### src/rtl/mem_port_arbiter_if.sv
// Bus bundle between the fetch/data requesters, the arbiter and the memory.
// master: arbiter view; slave: requester/memory view.
interface mem_port_arbiter_if #(
    parameter int AW = 32,
    parameter int DW = 32
);
    logic            i_req;
    logic [AW-1:0]   i_addr;
    logic            i_gnt;
    logic            i_rvalid;
    logic [DW-1:0]   i_rdata;

    logic            d_req;
    logic            d_we;
    logic [DW/8-1:0] d_be;
    logic [AW-1:0]   d_addr;
    logic [DW-1:0]   d_wdata;
    logic            d_gnt;
    logic            d_rvalid;
    logic [DW-1:0]   d_rdata;

    logic            mem_req;
    logic            mem_we;
    logic [DW/8-1:0] mem_be;
    logic [AW-1:0]   mem_addr;
    logic [DW-1:0]   mem_wdata;
    logic            mem_gnt;
    logic            mem_rvalid;
    logic [DW-1:0]   mem_rdata;

    modport master (
        input  i_req, i_addr,
        output i_gnt, i_rvalid, i_rdata,
        input  d_req, d_we, d_be, d_addr, d_wdata,
        output d_gnt, d_rvalid, d_rdata,
        output mem_req, mem_we, mem_be, mem_addr, mem_wdata,
        input  mem_gnt, mem_rvalid, mem_rdata
    );

    modport slave (
        output i_req, i_addr,
        input  i_gnt, i_rvalid, i_rdata,
        output d_req, d_we, d_be, d_addr, d_wdata,
        input  d_gnt, d_rvalid, d_rdata,
        input  mem_req, mem_we, mem_be, mem_addr, mem_wdata,
        output mem_gnt, mem_rvalid, mem_rdata
    );
endinterface

### src/rtl/mem_port_arbiter.sv
// Shares one single-ported memory between fetch (I) and data (D) ports.
// Ports: clk, reset_n, bus (master modport), busy, protocol_err.
module mem_port_arbiter #(
    parameter int AW         = 32,
    parameter int DW         = 32,
    parameter int MAX_STREAK = 4
) (
    input  logic               clk,
    input  logic               reset_n,
    mem_port_arbiter_if.master bus,
    output logic               busy,
    output logic               protocol_err
);
    localparam int SW = $clog2(MAX_STREAK + 1);
    localparam logic [SW-1:0] STREAK_MAX = SW'(MAX_STREAK);

    typedef enum logic [1:0] {
        IDLE,
        WAIT_I,
        WAIT_D
    } state_t;

    state_t        state;
    logic          lock;
    logic          lock_d;
    logic [SW-1:0] streak;

    logic idle;
    logic win_d;
    logic req;
    logic grant;

    // While a stalled request is locked, the earlier winner is kept so the
    // address seen by memory never changes before it is accepted.
    always_comb begin
        idle  = (state == IDLE);
        win_d = lock ? lock_d
                     : (bus.d_req & ~(bus.i_req & (streak == STREAK_MAX)));
        req   = reset_n & idle & (lock | bus.i_req | bus.d_req);
        grant = req & bus.mem_gnt;
    end

    assign bus.mem_req   = req;
    assign bus.mem_we    = req & win_d & bus.d_we;
    assign bus.mem_be    = !req ? '0 : (win_d ? bus.d_be : '1);
    assign bus.mem_addr  = !req ? '0 : (win_d ? bus.d_addr : bus.i_addr);
    assign bus.mem_wdata = (req & win_d) ? bus.d_wdata : '0;

    assign bus.i_gnt    = grant & ~win_d;
    assign bus.d_gnt    = grant & win_d;
    assign bus.i_rvalid = (state == WAIT_I) & bus.mem_rvalid;
    assign bus.d_rvalid = (state == WAIT_D) & bus.mem_rvalid;
    assign bus.i_rdata  = bus.i_rvalid ? bus.mem_rdata : '0;
    assign bus.d_rdata  = bus.d_rvalid ? bus.mem_rdata : '0;

    assign busy = ~idle | req;

    always_ff @(posedge clk or negedge reset_n) begin
        if (!reset_n) begin
            state        <= IDLE;
            lock         <= 1'b0;
            lock_d       <= 1'b0;
            streak       <= '0;
            protocol_err <= 1'b0;
        end else begin
            // A response with nothing outstanding is dropped and flagged.
            if (idle && bus.mem_rvalid) begin
                protocol_err <= 1'b1;
            end
            unique case (state)
                IDLE: begin
                    if (grant) begin
                        state <= win_d ? WAIT_D : WAIT_I;
                        lock  <= 1'b0;
                        if (win_d && bus.i_req) begin
                            if (streak != STREAK_MAX) begin
                                streak <= streak + SW'(1);
                            end
                        end else begin
                            streak <= '0;
                        end
                    end else if (req) begin
                        lock   <= 1'b1;
                        lock_d <= win_d;
                    end
                end
                WAIT_I, WAIT_D: begin
                    if (bus.mem_rvalid) begin
                        state <= IDLE;
                    end
                end
                default: state <= IDLE;
            endcase
        end
    end
endmodule

### src/flat_wrapper.sv
// flat-port wrapper written by rule: the top's interface ports become plain ports
module mem_port_arbiter_flat 
#(
    parameter int AW         = 32,
    parameter int DW         = 32,
    parameter int MAX_STREAK = 4
)
  (clk, reset_n, busy, protocol_err, bus_i_req, bus_i_addr, bus_i_gnt, bus_i_rvalid, bus_i_rdata, bus_d_req, bus_d_we, bus_d_be, bus_d_addr, bus_d_wdata, bus_d_gnt, bus_d_rvalid, bus_d_rdata, bus_mem_req, bus_mem_we, bus_mem_be, bus_mem_addr, bus_mem_wdata, bus_mem_gnt, bus_mem_rvalid, bus_mem_rdata);
  mem_port_arbiter_if #(.AW(AW), .DW(DW)) bus_i ();
  input  logic clk;
  input  logic reset_n;
  output logic busy;
  output logic protocol_err;
  input wire logic [$bits(bus_i.i_req)-1:0] bus_i_req;
  input wire logic [$bits(bus_i.i_addr)-1:0] bus_i_addr;
  output wire logic [$bits(bus_i.i_gnt)-1:0] bus_i_gnt;
  output wire logic [$bits(bus_i.i_rvalid)-1:0] bus_i_rvalid;
  output wire logic [$bits(bus_i.i_rdata)-1:0] bus_i_rdata;
  input wire logic [$bits(bus_i.d_req)-1:0] bus_d_req;
  input wire logic [$bits(bus_i.d_we)-1:0] bus_d_we;
  input wire logic [$bits(bus_i.d_be)-1:0] bus_d_be;
  input wire logic [$bits(bus_i.d_addr)-1:0] bus_d_addr;
  input wire logic [$bits(bus_i.d_wdata)-1:0] bus_d_wdata;
  output wire logic [$bits(bus_i.d_gnt)-1:0] bus_d_gnt;
  output wire logic [$bits(bus_i.d_rvalid)-1:0] bus_d_rvalid;
  output wire logic [$bits(bus_i.d_rdata)-1:0] bus_d_rdata;
  output wire logic [$bits(bus_i.mem_req)-1:0] bus_mem_req;
  output wire logic [$bits(bus_i.mem_we)-1:0] bus_mem_we;
  output wire logic [$bits(bus_i.mem_be)-1:0] bus_mem_be;
  output wire logic [$bits(bus_i.mem_addr)-1:0] bus_mem_addr;
  output wire logic [$bits(bus_i.mem_wdata)-1:0] bus_mem_wdata;
  input wire logic [$bits(bus_i.mem_gnt)-1:0] bus_mem_gnt;
  input wire logic [$bits(bus_i.mem_rvalid)-1:0] bus_mem_rvalid;
  input wire logic [$bits(bus_i.mem_rdata)-1:0] bus_mem_rdata;
  assign bus_i.i_req = bus_i_req;
  assign bus_i.i_addr = bus_i_addr;
  assign bus_i_gnt = bus_i.i_gnt;
  assign bus_i_rvalid = bus_i.i_rvalid;
  assign bus_i_rdata = bus_i.i_rdata;
  assign bus_i.d_req = bus_d_req;
  assign bus_i.d_we = bus_d_we;
  assign bus_i.d_be = bus_d_be;
  assign bus_i.d_addr = bus_d_addr;
  assign bus_i.d_wdata = bus_d_wdata;
  assign bus_d_gnt = bus_i.d_gnt;
  assign bus_d_rvalid = bus_i.d_rvalid;
  assign bus_d_rdata = bus_i.d_rdata;
  assign bus_mem_req = bus_i.mem_req;
  assign bus_mem_we = bus_i.mem_we;
  assign bus_mem_be = bus_i.mem_be;
  assign bus_mem_addr = bus_i.mem_addr;
  assign bus_mem_wdata = bus_i.mem_wdata;
  assign bus_i.mem_gnt = bus_mem_gnt;
  assign bus_i.mem_rvalid = bus_mem_rvalid;
  assign bus_i.mem_rdata = bus_mem_rdata;
  mem_port_arbiter #(.AW(AW), .DW(DW), .MAX_STREAK(MAX_STREAK)) u_core (.clk(clk), .reset_n(reset_n), .bus(bus_i), .busy(busy), .protocol_err(protocol_err));
endmodule
### config.mk
export PLATFORM = sky130hd
export DESIGN_NAME = mem_port_arbiter_flat
export DESIGN_NICKNAME = d
export VERILOG_FILES = /design/src/rtl/mem_port_arbiter_if.sv /design/src/rtl/mem_port_arbiter.sv /design/src/flat_wrapper.sv
export SDC_FILE = /design/constraint.sdc
export NUM_CORES = 1
export LEC_CHECK = 0
export ABC_AREA = 1
export CELL_PAD_IN_SITES_DETAIL_PLACEMENT = 0
export CELL_PAD_IN_SITES_GLOBAL_PLACEMENT = 1
export CORE_ASPECT_RATIO = 0.5
export CORE_MARGIN = 5
export CORE_UTILIZATION = 12
export CTS_BUF_LIST = sky130_fd_sc_hd__clkbuf_16
export DETAILED_ROUTE_END_ITERATION = 8
export GPL_ROUTABILITY_DRIVEN = 0
export PLACE_DENSITY = 0.91
export SETUP_SLACK_MARGIN = 0.5
export SLEW_MARGIN = 20
export SYNTH_ARGS = -nofsm -noshare
export SYNTH_HDL_FRONTEND = slang
export SYNTH_SLANG_ARGS = --single-unit
export TNS_END_PERCENT = 20
### constraint.sdc
create_clock -name clk -period 1.93 [get_ports clk]
set_input_delay 0.386 -clock clk [delete_from_list [all_inputs] [get_ports clk]]
set_output_delay 0.386 -clock clk [all_outputs]
set_load 0.02 [all_outputs]
# After elaboration in Yosys (flattened, before gate mapping)
# Index checks and enable logic that the tools add are counted.
[word_totals]
regBits = 8
output_inout_bits = 140
word_cells = 56
[classes]
addsub = 1
eq_ne = 7
n_mux = 16
n_bitwise = 18
n_reduce_logical = 9
[ops]
columns = ["op", "count"]
rows = [
  ["$mux W32", 5],
  ["$and A1 B1 Y1", 11],
  ["$mux W4", 2],
  ["$mux W2", 3],
  ["$mux W3", 2],
  ["$ne A2 B2 Y1 const B", 3],
  ["$reduce_and A3 Y1", 2],
  ["$not A1 Y1", 4],
  ["$pmux W2 S2", 1],
  ["$reduce_and A2 Y1", 2],
  ["$add A3 B1 Y3 const B", 1],
  ["$eq A3 B3 Y1 const B", 1],
  ["$mux W1", 3],
  ["$ne A3 B3 Y1 const B", 1],
  ["$or A1 B1 Y1", 3],
  ["$eq A2 B1 Y1 const B", 1],
  ["$eq A2 B2 Y1 const B", 1],
  ["$logic_and A1 B1 Y1", 2],
  ["$logic_not A2 Y1", 1],
  ["$reduce_bool A2 Y1", 1],
  ["$reduce_or A2 Y1", 1],
]

# Depth between registers and ports, before layout
# Gate-level depths: netlist of the first run.
[logic_depth]
word_depth = 8
mapped_depth = 10
mapped_depth_nobuf = 9

# Least setup slack after synthesis of the first run
# Ideal clock, no wire load.
[synth_path]
path_kind = "register to output"
start = "register u_core.state[0]"
end = "output bus_mem_addr[27]"
t_arrival_ns = 1.525
path_slack_ns = 0.019
path_stages_with_launch = 11
cell_sequence = "dfrtp_1 inv_1 ha_1 nand2_1 inv_1 nand2_2 inv_2 buf_6 buf_8 o21ai_2 nor2_1"
[synth_via]
elab_chain_len = 4
[synth_lines]
columns = ["item", "line_no", "text"]
rows = [
  ["start, declared", "mem_port_arbiter.sv:23", "state_t state;"],
  ["start signal, assigned", "mem_port_arbiter.sv:73", "state <= win_d ? WAIT_D : WAIT_I;"],
  ["$logic_not A2 Y1", "mem_port_arbiter.sv:36", "idle = (state == IDLE);"],
  ["$and A1 B1 Y1 (2 in a row)", "mem_port_arbiter.sv:39", "req = reset_n & idle & (lock | bus.i_req | bus.d_req);"],
  ["net bus_mem_req", "flat_wrapper.sv:27", "output wire logic [$bits(bus_i.mem_req)-1:0] bus_mem_req;"],
  ["$mux W32", "mem_port_arbiter.sv:46", "assign bus.mem_addr = !req ? '0 : (win_d ? bus.d_addr : bus.i_addr);"],
  ["end, declared", "flat_wrapper.sv:30", "output wire logic [$bits(bus_i.mem_addr)-1:0] bus_mem_addr;"],
]
# The timed path passes the listed nets, and every way through them passes these cells.

# Final worst setup path of the first run
[layout_path]
start = "register u_core.streak[1]"
end = "output bus_mem_addr[11]"
[layout_via]
elab_chain_len = 7
[layout_lines]
columns = ["item", "line_no", "text"]
rows = [
  ["start, declared", "mem_port_arbiter.sv:26", "logic [SW-1:0] streak;"],
  ["start signal, assigned", "mem_port_arbiter.sv:77", "streak <= streak + SW'(1);"],
  ["$eq A3 B3 Y1", "mem_port_arbiter.sv:38", ": (bus.d_req & ~(bus.i_req & (streak == STREAK_MAX)));"],
  ["$and A1 B1 Y1", "mem_port_arbiter.sv:38", ""],
  ["$not A1 Y1", "mem_port_arbiter.sv:38", ""],
  ["$and A1 B1 Y1", "mem_port_arbiter.sv:38", ""],
  ["$mux W1", "mem_port_arbiter.sv:37", "win_d = lock ? lock_d"],
  ["$mux W32 (2 in a row)", "mem_port_arbiter.sv:46", ""],
]
# Every way passes these cells.

==> reports/summary.txt, run 1 <==
Synthesized net count = 506
Crit start category = flip-flop
Wire per inst = 15.4 um
Skew final = 0.00106 ns
Worst Max-Slew Pin Slew = 0.265 ns
Sequential share of the synthesized area = 11.2%
RSZ-0062 raised after global routing = yes
DRT antenna net count = 0
Synth cell types = 25
Via density = 3.75
Number of flops mapped to enable cells by yosys = 0
Fill cells = 1432
Fmax = 453 MHz
CTS Buf Count = 3
Vias in the first global route = 3416
Final Non-Filler Cells = 890
Clock Power Share = 4.3%
Avg Cell Area, Syn = 4.95 um^2
Top cells by area, synth = nor2_1, inv_1, dfrtp_1
Post-synth top area share = 35.0%
Status = complete, but fails checks
Post-DP Area = 5280 um^2
Area of the die = 17600 um^2
WP data required = 1.54 ns
Syn Std Cell Area = 1790 um^2
Root Driver = clkbuf_16
Synth Instances = 362
Final Hold Fails = 0
WL final = 13700 um
Hold Path Class = primary input to asynchronous set/reset pin
Area Growth Syn to Fin = 255%
Crit Path Category = flip-flop to output pin
Antenna violations before repair = 1
DRT Pass-1 Iters = 4
Total power = 7.92 mW
Final setup vio count = 98
Drt drc = 0
Detailed Place HPWL = 10300 um
Max cap viols = 0
Top-count cell post-synth = nor2_1
WHS = 0.282 ns
Total track usage = 13.3%
Slew headroom = 82.3%
Failing checks = setup timing
Peak VDD IR = 635 uV
Die H = 96.4 um
CTS tree = built
GRT overflow = 0
Sw Pwr = 3.87 mW
Post-synth top cells = nor2_1, inv_1, nand2_1
Final setup margin = -0.278 ns
Inst Count DP = 857
Pre-CTS setup slack = -0.845 ns
Core Rows = 31
CP Max Fanout = 7
Pwr/cell area = 1250 nW/um^2
Cell Int Power = 4.05 mW
Sequential share of power = 3.5%
PortBufs = 278
Post-synth top flop = dfrtp_1
Final Net Count = 837
YS warnings = 0
Core ar. = 14500 um^2
First-pass GRT wire length = 18700 um
Clock Path Buffers = 2
Max Slew Vio Count = 0
Clk sinks = 8
Final Cell Area = 6350 um^2
Gate family responsible for the most delay along the worst path = buffers and inverters
Layout cell share with drive strength beyond 1 = 52.8%
Htree depth = 1
CP bufs+invs = 6
Vias = 3338
Switching Share = 48.8%
Arr. time, crit path = 1.82 ns
Crit end category = output pin
Synth async-reset ratio = 100%
FF+latch count, synth = 8
Die width = 183 um
Slowest CP cell = dfrtp_1
CP max stage delay = 0.36 ns
DR iter-0 viols = 86
Initial Util = 12.3%
Fin crit share = 114%
Worst-Skew Late Latency = 0.23 ns
CP cell instances = inv_1 -> ha_2 -> nand2_2 -> inv_2 -> nand2_4 -> nand2_8 -> buf_12 -> buf_16 -> buf_8 -> o21ai_4 -> nor2_2 -> buf_6
Clock slew at reported path FFs = 0.04 ns
Number of I/O pins = 279
Pin count of the biggest net entering global routing = 34
Synth area leader = nor2_1
Comb power frac = 92.2%
Leakage = 3.02 nW
Tmin final = 2.21 ns
-- registers in the layout, summed over array words and instances (netlist names) --
| signal | flops |
|---|---|
| u_core.streak | 3 |
| u_core.state | 2 |
| u_core.lock | 1 |
| u_core.lock_d | 1 |
| u_core.protocol_err | 1 |
-- kinds of logic (layout without fill, tap and decap cells) --
| logic type | Yosys count | after routing | share of synthesized area [%] |
|---|---|---|---|
| adder cells (fa/ha/maj) | 5 | 5 | 3.49 |
| other | 0 | 1 | 0 |
| XOR/XNOR | 1 | 1 | 0.489 |
| AND/OR/NAND/NOR | 204 | 206 | 45.1 |
| buffers and inverters | 104 | 431 | 26.3 |
| flip-flops | 8 | 8 | 11.2 |
| AO/OA/AOI/OAI | 40 | 40 | 13.4 |
-- repair_timing --
| action | in CTS | in global routing |
|---|---|---|
| endpoints found under the setup margin | 147 | 147 |
| cloned | 9 | 0 |
| hold buffers | 0 | 0 |
| pin swaps | 28 | 20 |
| gates resized for setup | 806 | 134 |
| buffers inserted | 16 | 4 |
-- per-stage QoR --
| stage | util, % | setup TNS (ns) |
|---|---|---|
| after global placement | 36.3 | -75.09 |
| after global routing | 43.7 | -20.04 |
| after floorplan | - | 0 |
| final | 43.7 | -11.96 |
| after CTS | 40.3 | -11.52 |
| after detailed placement | 36.3 | -76.59 |
-- power by group through the flow --
stage | registers (mW) | clock network (mW) | logic (mW)
2_1_floorplan | 0.269 | 0 | 2.72
3_5_place_dp | 0.267 | 0 | 5.02
3_3_place_gp | 0.264 | 0 | 4.97
6_report | 0.278 | 0.342 | 7.30
4_1_cts | 0.276 | 0.352 | 6.62
5_1_grt | 0.283 | 0.362 | 7.68
-- final timing paths --
path	from	endpoint	slack (ns)	depth (start not counted)
max	u_core.streak[1]	bus_mem_addr[11]	-0.28	12
min	reset_n	u_core.streak[2]	0.28	2
max reg2reg	u_core.state[0]	u_core.streak[0]	0.23	13
min reg2reg	u_core.protocol_err	u_core.protocol_err	0.46	1
max in group asynchronous	reset_n	u_core.lock	1.50	2
min in group clk	u_core.protocol_err	u_core.protocol_err	0.46	1
-- layout by cell type (no fill, tap or decap), drive strengths merged, types with 3 or more instances in the layout --
| master | n |
|---|---|
| buf | 200 |
| clkbuf | 3 |
| clkdlybuf4s15 | 4 |
| clkdlybuf4s50 | 134 |
| dfrtp | 8 |
| dlygate4sd2 | 4 |
| ha | 5 |
| inv | 84 |
| nand2 | 30 |
| nand3 | 5 |
| nor2 | 170 |
| o21ai | 38 |
-- metal layers --
layer / track usage (%) / vias to the layer above / part of all wire [%]
li1: - / 1706 / -
met1: 15.8 / 1557 / 37
met2: 25.4 / 53 / 58
met3: 1.57 / 22 / 2.0
met4: 4.49 / 0 / 2.2
met5: 0 / - / 0
-- layout make-up --
class	instances	area, um^2	share of cell area (%)
multi-input cells	252	1920	30.2
clock buffers	3	75.1	1.18
well taps	198	248	3.90
inverters	84	347	5.46
repair inverters	1	16.3	0.256
repair buffers	343	3540	55.8
diodes	1	2.50	0.0394
flip-flops and latches	8	201	3.17
No activity file was read; power rests on OpenSTA's default activity.
==> run 2, diff against run 1 <==
Settings changed: CORE_ASPECT_RATIO 0.5 to 1.4, GPL_TIMING_DRIVEN set to 0.
==> reports/summary.txt, run 2 (synthesis results as in run 1) <==
Arr. time, crit path = 1.73 ns
Peak VDD IR = 696 uV
Max Slew Vio Count = 0
Die width = 113 um
Final setup vio count = 71
Area of the multi-input gates = 1870 um^2
Crit start category = flip-flop
Core ar. = 14600 um^2
Layout cell share with drive strength beyond 1 = 52.6%
Final setup margin = -0.189 ns
Fill cells = 1484
Reg2Reg Setup Slack = 0.31 ns
Worst Max-Slew Pin Slew = 0.361 ns
Total power = 6.98 mW
Pwr/cell area = 1140 nW/um^2
Clock slew at reported path FFs = 0.04 ns
Clock Path Buffers = 2
WP data required = 1.54 ns
Fmax = 472 MHz
Hold_buf cts = 0
WL final = 12000 um
Clk sinks = 8
Reg2Reg Depth = 12
GRT overflow = 0
Max cap viols = 0
CTS tree = built
CTS Buf Count = 3
Antenna violations before repair = 2
Area Growth Syn to Fin = 241%
Crit Path Category = flip-flop to output pin
Tmin final = 2.12 ns
Initial Util = 12.3%
Die H = 155 um
Total track usage = 12.2%
Inst Count DP = 829
Most flop-heavy register = u_core.streak
Worst-Skew Late Latency = 0.23 ns
Area of the die = 17500 um^2
Vias = 3322
Vias in the first global route = 3418
Fin crit share = 110%
Root Driver = clkbuf_16
PortBufs = 278
CP Max Fanout = 5
Number of I/O pins = 279
Failing checks = setup timing
Hold Path Class = primary input to asynchronous set/reset pin
R2r endpoint = u_core.streak[0]
DR iter-0 viols = 73
Most common cell after layout, fill and taps aside = clkdlybuf4s50_1
Largest registers = u_core.streak x3, u_core.state x2
Post-DP Area = 5080 um^2
Area occupied by registers = 201 um^2
Reg2reg start = u_core.streak[1]
Final Net Count = 813
First-pass GRT wire length = 17200 um
Final Non-Filler Cells = 856
Final Cell Area = 6110 um^2
Slew headroom = 75.9%
Diodes inserted = 0
Detailed Place HPWL = 9540 um
Status = complete, but fails checks
Skew final = 0.000375 ns
Most frequent cells in the layout = clkdlybuf4s50_1, buf_4, inv_1
Wire per inst = 14.0 um
DRT antenna net count = 0
Max FFs per register = 3
Final Hold Fails = 0
RSZ-0062 raised after global routing = yes
Via density = 3.88
Leakage = 2.90 nW
Core Rows = 52
Setup TNS = -9.81 ns
Drt drc = 0
Pin count of the biggest net entering global routing = 11
Htree depth = 1
Crit end category = output pin
DRT Pass-1 Iters = 4
## run 2: where the power goes
part | total (mW) | internal [mW] | switching, mW
logic | 6.36 | 3.04 | 3.32
clock network | 0.341 | 0.267 | 0.0745
registers | 0.276 | 0.228 | 0.0482
## run 2: worst max-delay path by stage
stage               slack [ns]             start  cells after the start          endpoint
CTS                      -0.22  u_core.streak[0]                     11  bus_mem_addr[19]
global placement         -1.07           reset_n                      9  bus_mem_addr[16]
finish                   -0.19  u_core.streak[1]                     11  bus_mem_addr[23]
global route             -0.26  u_core.streak[1]                     11  bus_mem_addr[20]
floorplan                 0.17   u_core.state[1]                     10  bus_mem_addr[27]
detailed placement       -1.07           reset_n                      9   bus_mem_addr[8]
## run 2: repair_timing
item	CTS	global route
endpoints found under the setup margin	147	147
pin swaps	9	24
resized for setup	795	179
buffers inserted	15	3
gates cloned	5	1
## run 2: metrics by stage
stage | util, % | worst slack [ns] | hold WS (ns)
2_1_floorplan | - | 0.168 | 0.0904
3_3_place_gp | 34.9 | -1.07 | 0.440
3_5_place_dp | 34.9 | -1.07 | 0.445
4_1_cts | 38.5 | -0.220 | 0.112
5_1_grt | 41.9 | -0.262 | 0.130
6_report | 41.9 | -0.189 | 0.110
## run 2: worst max-delay path, stage by stage, from the launching register on
cell and delay [ns]:
dfrtp_1 0.38, inv_1 0.06, ha_2 0.16, nand2_2 0.05, inv_2 0.08, nand2_4 0.07, nand2_8 0.13, buf_8 0.14
clkbuf_16 0.16, o21ai_4 0.05, nor2_2 0.09, buf_6 0.12
## run 2: per-layer routing
metal	GRT usage, %	part of all wire [%]	up-vias
li1	-	-	1654
met1	11.5	30	1437
met2	24.5	55	207
met3	4.22	12	20
met4	3.21	2.4	4
met5	0	0.17	-
## run 2: final cells by class
class	count	area share (%)
buffer	20	6.24
clock buffer	3	1.23
inverter	84	5.57
multi-input combinational	250	30.6
sequential	8	3.30
tap	189	3.87
timing repair buffer	302	49.2
